## src/rtl/abcd_pkg.sv

```systemverilog
// Shared types and defaults for the a/b/c/d responder.
package abcd_pkg;

  localparam int unsigned DATA_W_DEF   = 8;
  localparam int unsigned DATA_MAX_DEF = 200;

  typedef enum logic [1:0] {
    EN_BOTH = 2'd0,
    EN_1    = 2'd1,
    EN_2    = 2'd2
  } en_state_t;

  // Rotation order EN_BOTH -> EN_1 -> EN_2 -> EN_BOTH; stray codes recover to EN_BOTH.
  function automatic en_state_t en_next(en_state_t s);
    case (s)
      EN_BOTH: en_next = EN_1;
      EN_1:    en_next = EN_2;
      default: en_next = EN_BOTH;
    endcase
  endfunction

  // Returns {enable_1, enable_2}; every code, including the unused one, keeps a lane on.
  function automatic logic [1:0] en_decode(en_state_t s);
    case (s)
      EN_1:    en_decode = 2'b10;
      EN_2:    en_decode = 2'b01;
      default: en_decode = 2'b11;
    endcase
  endfunction

endpackage

```

## src/rtl/sat_accum.sv

```systemverilog
// Saturating accumulator: clear wins over accumulate, result clamps at DATA_MAX.
module sat_accum
  import abcd_pkg::*;
#(
  parameter int unsigned DATA_W   = DATA_W_DEF,
  parameter int unsigned DATA_MAX = DATA_MAX_DEF
) (
  input  logic              clk,
  input  logic              reset,
  input  logic              clr,
  input  logic              valid,
  input  logic [DATA_W-1:0] din,
  output logic [DATA_W-1:0] dout
);

  localparam logic [DATA_W:0]   MAX_EXT = (DATA_W + 1)'(DATA_MAX);
  localparam logic [DATA_W-1:0] MAX_VAL = DATA_W'(DATA_MAX);

  logic [DATA_W-1:0] acc_q, acc_d;
  logic [DATA_W:0]   sum;

  // One extra bit of headroom so the carry out of the add is visible to the clamp.
  always_comb begin
    sum   = {1'b0, acc_q} + {1'b0, din};
    acc_d = acc_q;
    if (clr) begin
      acc_d = '0;
    end else if (valid) begin
      acc_d = (sum > MAX_EXT) ? MAX_VAL : sum[DATA_W-1:0];
    end
  end

  always_ff @(posedge clk) begin
    if (reset) begin
      acc_q <= '0;
    end else begin
      acc_q <= acc_d;
    end
  end

  assign dout = acc_q;

endmodule

```

## src/rtl/abcd_responder.sv

```systemverilog
// Responder side of the a/b/c/d handshake: enable rotation, c/d generation,
// saturating data word and a sticky flag for initiator a&&c -> ##2 b violations.
module abcd_responder
  import abcd_pkg::*;
#(
  parameter int unsigned DATA_W   = DATA_W_DEF,
  parameter int unsigned DATA_MAX = DATA_MAX_DEF
) (
  input  logic              clk,
  input  logic              reset,
  input  logic              a,
  input  logic              b,
  input  logic              req_swap,
  input  logic [DATA_W-1:0] data_in,
  input  logic              data_valid,
  input  logic              data_clr,
  output logic              c,
  output logic              d,
  output logic              enable_1,
  output logic              enable_2,
  output logic [DATA_W-1:0] data,
  output logic              proto_err
);

  en_state_t state_q, state_d;
  logic      en1_q, en1_d;
  logic      en2_q, en2_d;

  logic a_prev_q, a_prev_d;
  logic c_q, c_d;
  logic d_q, d_d;
  logic sus_q, sus_d;
  logic seq1_q, seq1_d;
  logic seq2_q, seq2_d;
  logic pe1_q, pe1_d;
  logic pe2_q, pe2_d;
  logic err_q, err_d;

  // Enables are decoded from the next state so they land in the same cycle as the state.
  always_comb begin
    state_d = state_q;
    if (req_swap) begin
      state_d = en_next(state_q);
    end
    {en1_d, en2_d} = en_decode(state_d);
  end

  // c/d pipelines and the violation checker; sustain and sequence terms run independently.
  always_comb begin
    a_prev_d = a;
    c_d      = (a & ~b) | (a_prev_q & b);
    sus_d    = b & c_q & d_q;
    seq1_d   = a;
    seq2_d   = seq1_q & c_q;
    d_d      = sus_q | (seq2_q & b);
    pe1_d    = a & c_q;
    pe2_d    = pe1_q;
    err_d    = err_q | (pe2_q & ~b);
  end

  always_ff @(posedge clk) begin
    if (reset) begin
      state_q  <= EN_BOTH;
      en1_q    <= 1'b1;
      en2_q    <= 1'b1;
      a_prev_q <= 1'b0;
      c_q      <= 1'b0;
      d_q      <= 1'b0;
      sus_q    <= 1'b0;
      seq1_q   <= 1'b0;
      seq2_q   <= 1'b0;
      pe1_q    <= 1'b0;
      pe2_q    <= 1'b0;
      err_q    <= 1'b0;
    end else begin
      state_q  <= state_d;
      en1_q    <= en1_d;
      en2_q    <= en2_d;
      a_prev_q <= a_prev_d;
      c_q      <= c_d;
      d_q      <= d_d;
      sus_q    <= sus_d;
      seq1_q   <= seq1_d;
      seq2_q   <= seq2_d;
      pe1_q    <= pe1_d;
      pe2_q    <= pe2_d;
      err_q    <= err_d;
    end
  end

  sat_accum #(
    .DATA_W   (DATA_W),
    .DATA_MAX (DATA_MAX)
  ) u_sat_accum (
    .clk   (clk),
    .reset (reset),
    .clr   (data_clr),
    .valid (data_valid),
    .din   (data_in),
    .dout  (data)
  );

  assign c         = c_q;
  assign d         = d_q;
  assign enable_1  = en1_q;
  assign enable_2  = en2_q;
  assign proto_err = err_q;

endmodule
```

## config.mk

```make
export PLATFORM = sky130hd
export DESIGN_NAME = abcd_responder
export DESIGN_NICKNAME = d
export VERILOG_FILES = /design/src/rtl/abcd_pkg.sv /design/src/rtl/sat_accum.sv /design/src/rtl/abcd_responder.sv
export SDC_FILE = /design/constraint.sdc
export NUM_CORES = 1
export LEC_CHECK = 0
export CAP_MARGIN = 20
export CORE_MARGIN = 2
export CORE_UTILIZATION = 35
export CTS_CLUSTER_SIZE = 28
export DETAILED_ROUTE_END_ITERATION = 16
export GPL_ROUTABILITY_DRIVEN = 0
export PLACE_DENSITY_LB_ADDON = 0.08
export SKIP_CTS_REPAIR_TIMING = 1
export SLEW_MARGIN = 5
export SYNTH_ARGS = -nofsm -noshare
export SYNTH_HDL_FRONTEND = slang
export SYNTH_SLANG_ARGS = --single-unit
```

## constraint.sdc

```tcl
create_clock -name clk -period 3.6 [get_ports clk]
set_input_delay 0.36 -clock clk [delete_from_list [all_inputs] [get_ports clk]]
set_output_delay 0.36 -clock clk [all_outputs]
set_load 0.01 [all_outputs]
```

Yosys cells after proc, flatten, opt, wreduce, memory -nomap -nowiden
Index checks and enable logic that the tools add are counted.
Widths: inputs -> output; s select.

cells by class
  $add $sub $neg = 1
  $lt $le $gt $ge = 1
  equality and inequality tests = 3
  muxes and demuxes = 4
  bitwise logic cells = 12
  reductions and logical operators = 2

operators with widths
  operator            count
  $add 8x8->9         1
  $gt 9x8->1 const B  1
  $and 1x1->1         8
  $mux 8              1
  $pmux 2 s2          2
  $eq 2x1->1 const B  2
  $or 1x1->1          3
  $eq 2x2->1 const B  1
  $logic_not 2->1     1
  $mux 2              1
  $reduce_or 2->1     1
  $not 1->1           1

storage, ports and cells
  flip-flop bits (word level) = 20
  bits of input ports = 15
  output and inout bits = 13
  word-level logic and storage cells = 35

Logic depth before layout (Yosys ltp)
  depth in word-level cells = 5
  depth in mapped cells = 8
  depth with buffers taken out = 8

Hierarchy
From an unflattened synthesis, not the netlist that was laid out.

unflattened totals
  cells, all modules = 125
  area total of the unflattened synthesis = 1149.9 µm²

by module, submodules not included
  module          instances  cells each  area an instance (µm²)  sequential area each (µm²)
  sat_accum       1          89          755.7                   160.2
  abcd_responder  1          36          394.1                   240.2

Least setup slack after synthesis
Ideal clock, no wire load.

  kind = in2reg
  start point = input port data_in[0]
  end point = register u_sat_accum.acc_q[6] (netlist: u_sat_accum.dout[6])
  library setup time = 0.116 ns
  arrival = 2.092 ns
  required time = 3.484 ns
  setup slack = 1.393 ns
  stages = 8
  buffers on the path = 0
  cells stage by stage = ha_1 -> fa_1 -> a21oi_1 -> o221a_4 -> nor2_2 -> a2111oi_4 -> nor2b_1 -> nor2_1

between the ends
  cells in the longest elaborated chain, start to end = 3

RTL lines
  item                  RTL line              text
  from (decl)           abcd_responder.sv:14  input logic [DATA_W-1:0] data_in,
  $add 8x8->9 (*)       sat_accum.sv:24       sum = {1'b0, acc_q} + {1'b0, din};
  $gt 9x8->1            sat_accum.sv:29       acc_d = (sum > MAX_EXT) ? MAX_VAL : sum[DATA_W-1:0];
  $mux 8 (*)            sat_accum.sv:29
  to (signal assigned)  sat_accum.sv:35       acc_q <= '0;
  to (signal assigned)  sat_accum.sv:37       acc_q <= acc_d;
  to (decl)             sat_accum.sv:19       logic [DATA_W-1:0] acc_q, acc_d;

Every way passes the cells marked *; elsewhere a longest branch is shown, timed or not.
A chain may end at the register's enable or synchronous reset.

Final worst setup path
  start point = input port data_in[0]
  end point = register u_sat_accum.acc_q[1] (netlist: u_sat_accum.dout[1])

Same word-level chain as after synthesis.

==> impl_metrics.tcl <==
set metrics [dict create \
    clock_skew_ns 0.006253 \
    reg2reg_from "u_sat_accum.dout[0]$_SDFFE_PP0P_" \
    relSlewSlack 0.6841 \
    fmax_ghz 0.3968 \
    drt-vias-per-instance 5.080 \
    worstSetupEndpoint "u_sat_accum.dout[1]$_SDFFE_PP0P_" \
    ir_worst_vdd_mv 0.2346 \
    finalCritPeriodShare 0.7000 \
    p_int_uw 329.5 \
    clk_path_buf_depth 2 \
    routedWlPerCell_um 11.80 \
    die_x_um 58.77 \
    hold_class "reg2reg" \
    crit_start "data_in[0]" \
    setup_viol 0 \
    final_hold_viol_count 0 \
    insertion_delay_ns 0.29 \
    fin_setup_tns_ns 0 \
    critPathArrivalTime_ns 2.75 \
    htree_num_levels 1 \
    grt_pass1_wl_mm 3.505 \
    vias 884 \
    drt_iter0_drc 15 \
    synth.distinct_cells 36 \
    cap_violations 0 \
    totalWireLength_mm 2.053 \
    regArea_um2 400.4 \
    antenna_cells 0 \
    async_flop_share 0 \
    core_area_um2 2805 \
    route.detailed.drc 0 \
    syn_area_um2 1050 \
    ys.flop_type "dfxtp_1" \
    final.setup.worst_slack_ns 1.080 \
    crit_required_ns 3.83 \
    clock_sinks 20 \
    critPathKind "in2reg" \
    fp-row-count 19 \
    p_leak_nw 0.5388 \
    finalMaxSlewViolations 0 \
    path_clk_slew_ns 0.10 \
    pre_cts_slack_ns 0.7764 \
    start_kind "primary input" \
    initial_core_util 0.3742 \
    syn_nets 138 \
    power_switching_uw 122.1 \
    p_per_area_nw_per_um2 327.8 \
    swShare 0.2704 \
    p_seq_frac 0.525 \
    die_area_um2 3453 \
    synth-edff-count 0 \
    grt_setup_unrepaired "false" \
    post-dp-hpwl_mm 1.648 \
    synth-seq-area-share 0.3814 \
    ff2ff_path_depth 8 \
    antenna_found_initial 0 \
    holdWs_ns 0.4469 \
    clockRootBuffer "clkbuf_4" \
    ioPinCount 28 \
    ant_nets 0 \
    die_y_um 58.77 \
    power_frac_comb 0.260 \
    multiInputGateArea_um2 623.1 \
    rrSetupSlack_ns 1.22 \
    mostFrequentLayoutCell "clkdlybuf4s50_1" \
    drive_gt1_frac 0.08392 \
    synth_warnings 0 \
    layout_common_cells "27 x clkdlybuf4s50_1, 20 x dfxtp_1, 12 x a21oi_1" \
    holdPathStages 1 \
    power.share.clock 0.216 \
    reg2reg_to "u_sat_accum.dout[1]$_SDFFE_PP0P_" \
    cp_max_fo 8 \
    drt_pass1_iterations 4 \
    nets 169 \
    grt_max_degree 13 \
    area_growth_pct 31.23 \
    fin_crit_ns 2.520 \
    grt_overflow 0 \
    status "finished, final reports clean" \
    nFillCells 280 \
    worst_pin_slew_ns 0.4738 \
    syn_inst 114 \
    syn_area_per_cell_um2 9.208 \
    ys_ff_latch 20 \
    cts_tree "done" \
    cp-end-kind "flip-flop" \
    cts_buffers 3 \
    grt_pass1_vias 844 \
    port_buffers 27 \
    track_usage 0.1319 \
]
[cell type report]
class                   count  share of cell area
clock buffers               3             0.01635
inverters                   6             0.01635
well taps                  31             0.02816
repair buffers             27              0.1962
multi-input cells          87              0.4523
flip-flops and latches     20              0.2906
[worst max-delay path, cell delays in order]
cell and delay, ns:
clkdlybuf4s50_1 0.40, ha_1 0.23, fa_1 0.42, a21oi_1 0.24, o221a_4 0.24, nor2_2 0.05, a2111oi_4 0.49, nand3_1 0.15
a21oi_1 0.16
[how the worst min path moves through the flow]
stage	from	end	slack (ns)
3_3_place_gp	sus_q$_SDFF_PP0_	d$_SDFF_PP0_	0.42
5_1_grt	pe1_q$_SDFF_PP0_	pe2_q$_SDFF_PP0_	0.46
4_1_cts	pe1_q$_SDFF_PP0_	pe2_q$_SDFF_PP0_	0.45
6_report	pe1_q$_SDFF_PP0_	pe2_q$_SDFF_PP0_	0.45
2_1_floorplan	sus_q$_SDFF_PP0_	d$_SDFF_PP0_	0.41
3_5_place_dp	pe1_q$_SDFF_PP0_	pe2_q$_SDFF_PP0_	0.43
[through the flow]
stage          utilization  total power [mW]  instance area [um2]  instances
5_1_grt             0.4911            0.4835                 1378        174
2_1_floorplan            -            0.3153                 1050        114
4_1_cts             0.4911            0.4590                 1378        174
3_3_place_gp        0.4831            0.3594                 1355        171
3_5_place_dp        0.4831            0.3592                 1355        171
6_report            0.4911            0.4516                 1378        174
[sequential cells by signal, indices dropped and copies added, names as in the netlist]
signal	cells
pe1_q	1
enable_1	1
state_q	2
d	1
c	1
u_sat_accum.dout	8
seq1_q	1
seq2_q	1
proto_err	1
enable_2	1
pe2_q	1
sus_q	1
[per-layer routing]
| metal | track usage | part of all wire |
|---|---|---|
| met1 | 0.1823 | 0.51 |
| met5 | 0 | 0 |
| met2 | 0.1984 | 0.44 |
| met3 | 0.04615 | 0.044 |
| met4 | 0.02922 | 0.0044 |
[synth_stat cells (2+ instances only)]
cell     instances  share of area
nand2_1          7          0.025
inv_1            6          0.021
nor2b_1          5          0.030
and2_1           2          0.012
ha_1             8          0.095
dfxtp_1         20           0.38
o21ai_0          8          0.038
a32oi_1          2          0.017
a21oi_1         12          0.057
nand3_1          5          0.024
and3_1           2          0.012
nor2_1          11          0.039
xnor2_1          3          0.025
[cell families after synthesis]
kind of cell,share of synthesized area
xor gates and xnor gates,0.03338
muxes,0.009536
adders and majority gates,0.1144
AOI/OAI and AO/OA,0.2491
and+or+nand+nor,0.1871
DFF,0.3814
buffers and inverters,0.02502
[power groups by stage]
stage	logic (mW)	registers, mW	clock network, mW
6_report	0.117	0.237	0.0974
5_1_grt	0.130	0.239	0.115
4_1_cts	0.118	0.237	0.104
3_5_place_dp	0.117	0.242	0
3_3_place_gp	0.117	0.242	0
2_1_floorplan	0.0712	0.244	0
Power figures use the tool's default switching activity.
==> RTL edit 1: new RTL, same flow settings <==
`DATA_W_DEF`: 8 -> 12.
--- a/src/rtl/abcd_pkg.sv
+++ b/src/rtl/abcd_pkg.sv
@@ -2,5 +2,5 @@
 package abcd_pkg;
 
-  localparam int unsigned DATA_W_DEF   = 8;
+  localparam int unsigned DATA_W_DEF   = 12;
   localparam int unsigned DATA_MAX_DEF = 200;
 
Ports: changed (resized data and data_in); port bits go from 28 to 36. No check against the original RTL was run, so the function may have changed too.
==> RTL edit 1 against the unedited design <==
Critical path type unchanged; count of clock-buffer cells in the layout is 1 higher; synthesized area is 38% higher; routed wire length is 59% higher; design area is 38% higher; total power is 25% higher; sequential cell count is 4 higher; largest power group unchanged; setup slack worse by 0.52 ns; combinational power is 7% lower.
==> RTL edit 1: results (changes against the unedited design) <==
* Fillers at 389 (+39%)
* Register area share after synthesis at 33.22% (-4.9 points)
* Critical path arrival at 3.20 ns (+0.45 ns)
* Layout net count at 237 (+40%)
* Relative slew slack at 43.04% (-25 points)
* Peak supply drop at 167.6 uV (-29%)
* Routed Antenna Nets at 0 (unchanged)
* Via count at 1327 (+50%)
* Met1 usage at 20.20% (+2.0 points)
* Dpl hpwl at 2650 um (+61%)
* Flip-flop count of the largest register after layout at 12 (+4)
* First-pass GRT wire length at 5382 um (+54%)
* CP Max Fanout at 9 (+1)
* Ant diodes at 0 (unchanged)
* Pleak at 0.7851 nW (+46%)
* Worst skew pair latency at 0.26 ns (-0.03 ns)
* Most frequent cells after synthesis: 24 x dfxtp_1, 14 x nand2_1, 12 x ha_1, 12 x o21ai_0, 11 x nor2_1
* R2R depth at 8 (unchanged)
* Layout cell share with drive strength beyond 1 at 3.922% (-4.5 points)
* CTS root buf: clkbuf_8
* Pin count of the biggest net entering global routing at 14 (+1)
* H-tree depth at 1 (unchanged)
* DR iter-0 viols at 84 (+69)
* Reg clk slew, reported paths at 0.08 ns (-0.02 ns)
* Vias in the first global route at 1224 (+45%)
* Initial antenna violation count at 0 (unchanged)
* GRT met2 Usage at 24.76% (+4.9 points)
* Met3 GRT Util at 1.974% (-2.6 points)
* Cells on Worst Hold Path at 1 (unchanged)
* Drt pass-1 iters at 4 (unchanged)
* Fraction of registers with async set/reset at 0% (unchanged)
* Synth warn at 0 (unchanged)
* Final setup viols at 0 (unchanged)
* Port Buffers at 35 (+30%)
* Hold crit path type: reg2reg
* Wire per inst at 12.85 um (+8.9%)
* Post-synth cell types at 46 (+28%)
* Top cells by area, synth: dfxtp_1 33%, ha_1 10%, o21ai_0 4.2%, nand2_1 3.6%, and2_1 3.0%
* Syn_nets at 200 (+45%)
* Total GRT Usage at 15.03% (+1.8 points)
* Num CTS Buffers at 3 (unchanged)
* Status: finished, final reports clean
* Final Skew at 0.0008235 ns (-0.005429 ns)
* Clock buffer depth at 2 (unchanged)
* Int Pwr at 0.4275 mW (+30%)
RTL edit 1: changes by cell type after synthesis, sizes merged, moves of 3 or more:
cell	unedited run	this run
a21oi	13	8
nand3	5	8
dfxtp	20	24
o21ai	8	12
and2	2	8
o21a	0	3
ha	8	12
o211ai	0	3
nand2	7	14
nor3	1	5
RTL edit 1: per-stage QoR:
step | setup WS (ns) | cells | hold WS (ns) | cell area, um2
floorplan | 0.8611 | 168 | 0.4130 | 1446
global placement | 0.3633 | 250 | 0.4307 | 1841
detailed placement | 0.3133 | 250 | 0.4412 | 1841
CTS | 0.5730 | 254 | 0.4548 | 1896
global route | 0.4450 | 254 | 0.4688 | 1896
finish | 0.5579 | 254 | 0.4499 | 1896
RTL edit 1: path summary, 6_finish.rpt:
path / start / end / slack, ns
worst max-delay path: data_in[6] / u_sat_accum.dout[6] / 0.56
worst min-delay path: pe1_q / pe2_q / 0.45
worst max register to register: u_sat_accum.dout[6] / u_sat_accum.dout[6] / 0.74
worst min register to register: pe1_q / pe2_q / 0.45
RTL edit 1: power groups by stage:
stage	clock network (mW)	logic (mW)	registers, mW
2_1_floorplan	0	0.0654	0.284
3_3_place_gp	0	0.109	0.283
3_5_place_dp	0	0.110	0.283
4_1_cts	0.182	0.110	0.277
5_1_grt	0.194	0.123	0.278
6_report	0.177	0.109	0.277
RTL edit 1: metal layers:
layer / vias up / wire length (um)
met4: 0 / 20
met2: 31 / 1512
met1: 608 / 1565
met5: - / 0
met3: 2 / 167
li1: 686 / -
RTL edit 1: critical path, stage by stage:
cell and delay, ns:
clkdlybuf4s50_1 0.41, ha_1 0.41, a21o_1 0.24, and2_4 0.17
a31o_1 0.22, or4_1 0.40, a22o_1 0.21, a2111o_1 0.52
o221a_1 0.26
RTL edit 1: cell families (layout without fill, tap and decap cells):
family	Yosys count	in the layout	synth area share, %
multiplexers	3	3	2.076
XOR/XNOR	6	6	3.633
buffers and inverters	11	47	3.374
AO/OA/AOI/OAI	47	47	22.84
AND/OR/NAND/NOR	64	64	23.10
flip-flops	24	24	33.22
adder cells (fa/ha/maj)	13	13	11.76
RTL edit 1: layout make-up:
type / instances / area share, %
multi-input cells: 133 / 48.38
flip-flops and latches: 24 / 25.35
repair buffers: 35 / 18.48
well taps: 50 / 3.300
clock buffers: 4 / 2.904
inverters: 8 / 1.584
==> RTL edit 2: new RTL, config.mk and constraints unchanged <==
Without the edit above. Put a register stage on the output `data`, cleared by the reset. The value now appears one clock later. The other outputs are not delayed to match.
--- a/src/rtl/abcd_responder.sv
+++ b/src/rtl/abcd_responder.sv
@@ -22,4 +22,6 @@
   output logic              proto_err
 );
+
+  logic [DATA_W-1:0] data_d;
 
   en_state_t state_q, state_d;
@@ -98,5 +100,5 @@
     .valid (data_valid),
     .din   (data_in),
-    .dout  (data)
+    .dout  (data_d)
   );
 
@@ -107,3 +109,11 @@
   assign proto_err = err_q;
 
+  always_ff @(posedge clk) begin
+    if (reset) begin
+      data <= '0;
+    end else begin
+      data <= data_d;
+    end
+  end
+
 endmodule
Behaviour: not the same (a bounded check fails within 4 cycles, from zero or initial values and one cycle with reset high).
==> RTL edit 2 against the unedited design <==
Sequential cell count up 8; routed wire length up 28%; total power up 40%; fmax down 12%; non-clock buffer count unchanged; global-route usage down 0.18 points; design area up 23%; worst hold slack better by 0.0029 ns; clock power up 93%; die area up 24%; setup slack worse by 0.33 ns; synthesized area up 26%; sequential power up 39%; largest power group unchanged.
==> RTL edit 2: results (changes against the unedited design) <==
* Synth warn at 0 (unchanged)
* Routed length on met3 at 77 um (-15%)
* Peak supply drop at 174.3 uV (-26%)
* Pin count of the biggest net entering global routing at 21 (+8)
* Ant diodes at 0 (unchanged)
* Hold WS at 0.4498 ns (+0.002945 ns)
* Status: finished, final reports clean
* Layout cell share with drive strength beyond 1 at 8.235% (-0.16 points)
* Worst skew pair latency at 0.27 ns (-0.02 ns)
* Final Skew at 0.002336 ns (-0.003917 ns)
* Wire per inst at 12.02 um (+1.9%)
* Clock buffer depth at 2 (unchanged)
* Total GRT Usage at 13.02% (-0.18 points)
* Critical path arrival at 3.00 ns (+0.25 ns)
* FF-to-FF setup slack at 0.91 ns (-0.31 ns)
* R2R depth at 8 (unchanged)
* Synth Flop Type: dfxtp_1
* Met1 usage at 15.61% (-2.6 points)
* Via density at 5.018 (-1.2%)
* Synth Area per Inst at 9.331 um2 (+1.3%)
* Dpl hpwl at 2092 um (+27%)
* Placed Instance Area at 1644 um2 (+21%)
* Fin cells at 218 (+25%)
* DR iter-0 viols at 55 (+40)
* RR Startpoint: u_sat_accum.dout[0]
* Register area share after synthesis at 42.30% (+4.2 points)
* Most frequent cells after synthesis: 28 x dfxtp_1, 12 x a21oi_1, 11 x nor2b_1
* Min-delay src: pe1_q
* GRT met2 Usage at 22.58% (+2.7 points)
* Int Pwr at 0.4797 mW (+46%)
* CP Max Fanout at 5 (-3)
* Wl on met1 at 1262 um (+21%)
* H-tree depth at 1 (unchanged)
* Relative slew slack at 54.13% (-14 points)
* Pre-CTS WS at 0.5104 ns (-0.2659 ns)
* Initial antenna violation count at 0 (unchanged)
* DR top layer: met4
* Fillers at 381 (+36%)
* Met3 GRT Util at 1.541% (-3.1 points)
* Layout net count at 195 (+15%)
* First-pass GRT wire length at 4374 um (+25%)
* Wire length on met2 at 1230 um (+36%)
* DP Cell Count at 214 (+25%)
* Post-synth cell types at 39 (+8.3%)
* Slowest stage delay, CP at roughly 0.50 ns
* Top cells by area, synth: dfxtp_1 42%, ha_1 7.6%, nor2b_1 5.2%, a21oi_1 4.5%, o21ai_0 3.4%
* Worst path slowest cell: or4b_4
* Vias in the first global route at 1039 (+23%)
* Syn_nets at 166 (+20%)
* Port Buffers at 27 (unchanged)
* Pleak at 0.6608 nW (+23%)
* CTS root buf: clkbuf_8
## RTL edit 2: worst max-delay path, delay by kind of cell
kind                       cells  cell delay (ns)
AOI/OAI and AO/OA              4             0.82
adders and majority gates      2             0.67
buffers and inverters          1             0.40
and+or+nand+nor                2             0.74
## RTL edit 2: final cells by class
type                    count  area (um2)  area share, %
multi-input cells         108       742.0          43.67
flip-flops and latches     28       560.5          32.99
inverters                   3       11.26         0.6627
clock buffers               4       55.05          3.240
repair buffers             27       270.3          15.91
well taps                  48       60.06          3.535
## RTL edit 2: logic make-up after synthesis
logic type / after synthesis / share of synthesized area (%)
AND/OR/NAND/NOR: 56 / 24.08
buffers and inverters: 6 / 1.700
AO/OA/AOI/OAI: 36 / 18.13
XOR/XNOR: 6 / 3.966
adder cells (fa/ha/maj): 9 / 9.066
flip-flops: 28 / 42.30
multiplexers: 1 / 0.7555
## RTL edit 2: worst max path at each step
stage / startpoint / end / slack, ns
after floorplan: data_in[0] / u_sat_accum.dout[4] / 1.10
after global placement: data_in[0] / u_sat_accum.dout[5] / 0.57
after detailed placement: data_in[0] / u_sat_accum.dout[1] / 0.51
after CTS: data_in[0] / u_sat_accum.dout[5] / 0.80
after global routing: data_in[0] / u_sat_accum.dout[1] / 0.61
final: data_in[0] / u_sat_accum.dout[1] / 0.75
## RTL edit 2: power by group through the flow
stage | combinational, mW | clock, mW | sequential [mW]
final | 0.116 | 0.188 | 0.329
after global routing | 0.129 | 0.211 | 0.331
after CTS | 0.117 | 0.194 | 0.329
after detailed placement | 0.117 | 0 | 0.336
after global placement | 0.115 | 0 | 0.336
after floorplan | 0.0724 | 0 | 0.337
